<file path="src/rtl/my_fifo8x16.sv">
// Eight-entry, 16-bit synchronous FIFO with valid/ready handshakes on both sides.
// Storage is eight registers; the head word is selected by an 8-way 16-bit mux on rd_ptr.

module my_mux8way16 (
   input  logic [7:0][15:0] d_in,
   input  logic [2:0]       sel,
   output logic [15:0]      d_out
);
   assign d_out = d_in[sel];
endmodule

module my_fifo8x16 #(
   parameter int AFULL_LVL = 6
) (
   input  logic        clk,
   input  logic        reset,
   input  logic        flush,
   input  logic [15:0] in_data,
   input  logic        in_valid,
   output logic        in_ready,
   output logic [15:0] out_data,
   output logic        out_valid,
   input  logic        out_ready,
   output logic [3:0]  count,
   output logic        almost_full
);
   logic [15:0]       mem_q [8];
   logic [15:0]       mem_d [8];
   logic [2:0]        wr_ptr_q, wr_ptr_d;
   logic [2:0]        rd_ptr_q, rd_ptr_d;
   logic [3:0]        count_q, count_d;
   logic              push, pop;
   logic [7:0][15:0]  mem_bus;
   logic [15:0]       head;

   genvar gi;
   generate
      for (gi = 0; gi < 8; gi++) begin : g_bus
         assign mem_bus[gi] = mem_q[gi];
      end
   endgenerate

   my_mux8way16 u_rd_mux (
      .d_in  (mem_bus),
      .sel   (rd_ptr_q),
      .d_out (head)
   );

   assign in_ready    = (count_q != 4'd8);
   assign out_valid   = (count_q != 4'd0);
   assign out_data    = out_valid ? head : 16'h0000;
   assign almost_full = (count_q >= 4'(AFULL_LVL));
   assign count       = count_q;

   assign push = in_valid & in_ready;
   assign pop  = out_valid & out_ready;

   always_comb begin
      mem_d    = mem_q;
      wr_ptr_d = wr_ptr_q;
      rd_ptr_d = rd_ptr_q;
      count_d  = count_q;
      // Flush only clears occupancy; stale words stay in mem but are unreachable.
      if (flush) begin
         wr_ptr_d = 3'd0;
         rd_ptr_d = 3'd0;
         count_d  = 4'd0;
      end else begin
         if (push) begin
            mem_d[wr_ptr_q] = in_data;
            wr_ptr_d        = wr_ptr_q + 3'd1;
         end
         if (pop) begin
            rd_ptr_d = rd_ptr_q + 3'd1;
         end
         if (push && !pop) begin
            count_d = count_q + 4'd1;
         end else if (pop && !push) begin
            count_d = count_q - 4'd1;
         end
      end
   end

   always_ff @(posedge clk) begin
      if (reset) begin
         mem_q    <= '{default: 16'h0000};
         wr_ptr_q <= 3'd0;
         rd_ptr_q <= 3'd0;
         count_q  <= 4'd0;
      end else begin
         mem_q    <= mem_d;
         wr_ptr_q <= wr_ptr_d;
         rd_ptr_q <= rd_ptr_d;
         count_q  <= count_d;
      end
   end
endmodule

</file>
<file path="config.mk">
export PLATFORM = sky130hd
export DESIGN_NAME = my_fifo8x16
export DESIGN_NICKNAME = d
export VERILOG_FILES = /design/src/rtl/my_fifo8x16.sv
export SDC_FILE = /design/constraint.sdc
export NUM_CORES = 1
export LEC_CHECK = 0
export CORE_MARGIN = 1.5
export CORE_UTILIZATION = 63
export DETAILED_ROUTE_END_ITERATION = 16
export PLACE_DENSITY = 0.91
export SETUP_SLACK_MARGIN = 0.4
export SLEW_MARGIN = 0
export SYNTH_ARGS = -nofsm -noshare
export SYNTH_HDL_FRONTEND = slang
export SYNTH_SLANG_ARGS = --single-unit
</file>
<file path="constraint.sdc">
create_clock -name clk -period 5.4 [get_ports clk]
set_input_delay 1.08 -clock clk [delete_from_list [all_inputs] [get_ports clk]]
set_output_delay 1.08 -clock clk [all_outputs]
set_load 0.005 [all_outputs]
</file>
==> results.json <==
{
  "critPathArrivalTime_ns": 3.10,
  "status": "finished clean",
  "start_kind": "register",
  "clk_pin_slew_ns": 0.06,
  "cts_tree": "built",
  "finalHoldViolations": 0,
  "grt_max_degree": 67,
  "dr_total_vias": 5746,
  "drv_slew": 0,
  "clockBufferDepth": 2,
  "diodes": 0,
  "cp_slowest_cell": "dfxtp_2",
  "start_util_pct": 65.4,
  "topRoutingLayerUsed": "met4",
  "ys_seq_elements": 138,
  "ant_nets": 0,
  "layout_setup_ws_ns": 1.22,
  "end_kind": "primary output",
  "powerDensity_mw_per_mm2": 335,
  "fp-row-count": 36,
  "dp_hpwl_mm": 9.96,
  "hp-class": "reg -> reg",
  "cts_hold_buffers": 0,
  "ys_types": 38,
  "finalSetupTns_ns": 0,
  "p_clk_share_pct": 45.7,
  "syn_area_per_cell_um2": 8.84,
  "slew_headroom_pct": 25.9,
  "pre_cts_slack_ns": 1.75,
  "antenna_found_initial": 0,
  "first_iter_violations": 736,
  "p_seq_share_pct": 43.8,
  "min_delay_path_depth": 2,
  "yosysSeqAreaShare_pct": 42.8,
  "max_stage_delay_ns": 1.06,
  "ys_top_cells_by_count": "254 x nand2_1, 138 x dfxtp_1, 94 x a21oi_1",
  "fin_area_mm2": 0.00723,
  "p_sw_w": 0.000623,
  "fin_cells": 871,
  "synth_cells": 729,
  "min_period_over_period_pct": 77.5,
  "drc_errors": 0,
  "critPathKind": "reg -> out",
  "cts_resized": 0,
  "grt_pass1_vias": 5811,
  "fin_skew_ns": 0.00511,
  "ir_worst_vdd_mv": 0.182,
  "fmax_mhz": 239,
  "dieArea_mm2": 0.0109,
  "final_nets": 752,
  "grt_pass1_wl_mm": 29.3,
  "grt.total_usage_pct": 34.9,
  "cts_buffers": 17,
  "cp_num_buf_inv": 2,
  "hold_ws_ns": 0.454,
  "cts-root-buf": "clkbuf_8",
  "drive_above_1_share_pct": 18.0,
  "num_io_pins": 44,
  "h-tree-depth": 4,
  "met2_length_mm": 8.64,
  "die_w_um": 104,
  "clkSinkCount": 138,
  "setup-violations-final": 0,
  "p_int_w": 0.00180,
  "rsz0062_at_grt": "false",
  "gr-total-overflow": 0,
  "viasPerCell": 6.60,
  "yosys_warnings": 0,
  "crit_cells": 5,
  "critPathTopFamily": "flip-flops",
  "worstPathRequired_ns": 4.32,
  "syn_area_mm2": 0.00645,
  "wirelength_mm": 18.5,
  "combPwrFrac_pct": 10.5,
  "fin_crit_ns": 4.18,
  "placed_cell_area_mm2": 0.00666,
  "placed_cells": 839,
  "path_cells": "buf_4 > mux4_2 > mux2i_1 > nor2_1 > clkdlybuf4s50_1",
  "io_buffers": 43,
  "insertion_delay_ns": 0.54,
  "die_h_um": 104,
  "yosys.cell_count.top_type": "nand2_1",
  "synth_top_area_share_pct": 42.8,
  "dr_wl_met3_mm": 2.21,
  "yosys.area.top_type": "dfxtp_1",
  "synth-edff-count": 0,
  "post_cts_buffers": 0,
  "worstMarginPinSlew_ns": 1.11,
  "crit_fanout": 30,
  "synthArstFlopShare_pct": 0,
  "synth_flop_cell": "dfxtp_1",
  "gp_congestion": 0.851,
  "synth_area_leaders": "dfxtp_1 43%, nand2_1 15%, mux4_2 11%, a21oi_1 7.3%, a21oi_2 5.3%",
  "p_leak_nw": 2.28,
  "cap_violations": 0,
  "syn_nets": 756,
  "r2r_cells": 10,
  "nFillCells": 602,
  "wl_per_cell_um": 21.3,
  "swShare_pct": 25.7,
  "drt_first_pass_iters": 6,
  "core_mm2": 0.00986,
  "wl_met1_mm": 6.25,
  "syn_to_final_growth_pct": 12.1
}
-- per-stage QoR --
| step | utilization, % | power [W] |
|---|---|---|
| 3_5_place_dp | 67.5 | 0.00133 |
| 6_report | 73.2 | 0.00242 |
| 3_3_place_gp | 67.5 | 0.00132 |
| 5_1_grt | 73.2 | 0.00248 |
| 4_1_cts | 73.2 | 0.00241 |
| 2_1_floorplan | - | 0.00125 |
-- worst register-to-register path, cell delays in order, from the launching register on --
cell      delay (ns)
dfxtp_1         0.40
or4b_4          0.75
nand2_1         0.21
inv_1           0.08
ha_1            0.21
inv_1           0.13
ha_1            0.29
a21oi_1         0.21
nand3_1         0.14
a211oi_1        0.28
a31o_2          0.14
-- cell usage in the layout (no fill, tap or decap), drive strengths merged, types with 5 or more instances in the layout --
cell type | Yosys | routed
buf | 48 | 6
nand2 | 264 | 264
and3 | 6 | 6
dfxtp | 138 | 138
mux2i | 17 | 17
nand3 | 12 | 12
mux4 | 32 | 32
nor2 | 26 | 26
clkbuf | 23 | 22
inv | 4 | 6
ha | 5 | 5
a21oi | 133 | 133
clkdlybuf4s50 | 0 | 42
-- registers in the layout, indices dropped and copies added (netlist names) --
name / cells
wr_ptr_q: 3
count: 4
mem_bus: 128
rd_ptr_q: 3
-- path summary, 6_finish.rpt --
kind / start / endpoint / slack (ns)
worst max-delay path: rd_ptr_q[0] / out_data[13] / 1.22
worst min-delay path: mem_bus[98] / mem_bus[98] / 0.45
worst max register to register: count[0] / count[3] / 2.53
worst min register to register: mem_bus[98] / mem_bus[98] / 0.45
-- routing by layer --
| metal | track usage (%) | vias up |
|---|---|---|
| met1 | 39.2 | 2660 |
| li1 | - | 2428 |
| met2 | 56.5 | 504 |
| met5 | 0 | - |
| met4 | 26.1 | 0 |
| met3 | 9.77 | 154 |
-- power by group through the flow --
stage               Clock [W]  Combinational (W)  Sequential, W
finish                0.00111           0.000255        0.00106
global route          0.00115           0.000269        0.00106
CTS                   0.00110           0.000250        0.00106
detailed placement          0           0.000245        0.00108
global placement            0           0.000237        0.00108
floorplan                   0           0.000178        0.00107
-- area by class of cell --
| cell class | count | area [um^2] | share of cell area [%] |
|---|---|---|---|
| clock buffers | 22 | 473 | 6.55 |
| clock inverters | 10 | 90.1 | 1.25 |
| multi-input cells | 516 | 3250 | 45.0 |
| flip-flops and latches | 138 | 2760 | 38.3 |
| well taps | 133 | 166 | 2.30 |
| repair buffers | 48 | 465 | 6.44 |
| inverters | 4 | 15.0 | 0.208 |
-- cell families (layout without fill, tap and decap cells) --
| logic type | Yosys count | in the layout | share of synthesized area [%] |
|---|---|---|---|
| adders and majority gates | 6 | 6 | 1.28 |
| AOI/OAI and AO/OA | 136 | 136 | 13.0 |
| muxes | 49 | 49 | 13.8 |
| DFF | 138 | 138 | 42.8 |
| and+or+nand+nor | 320 | 320 | 21.7 |
| xor gates and xnor gates | 5 | 5 | 0.679 |
| buffers and inverters | 75 | 84 | 6.71 |
Note: power is estimated with default switching activity, not from simulation.
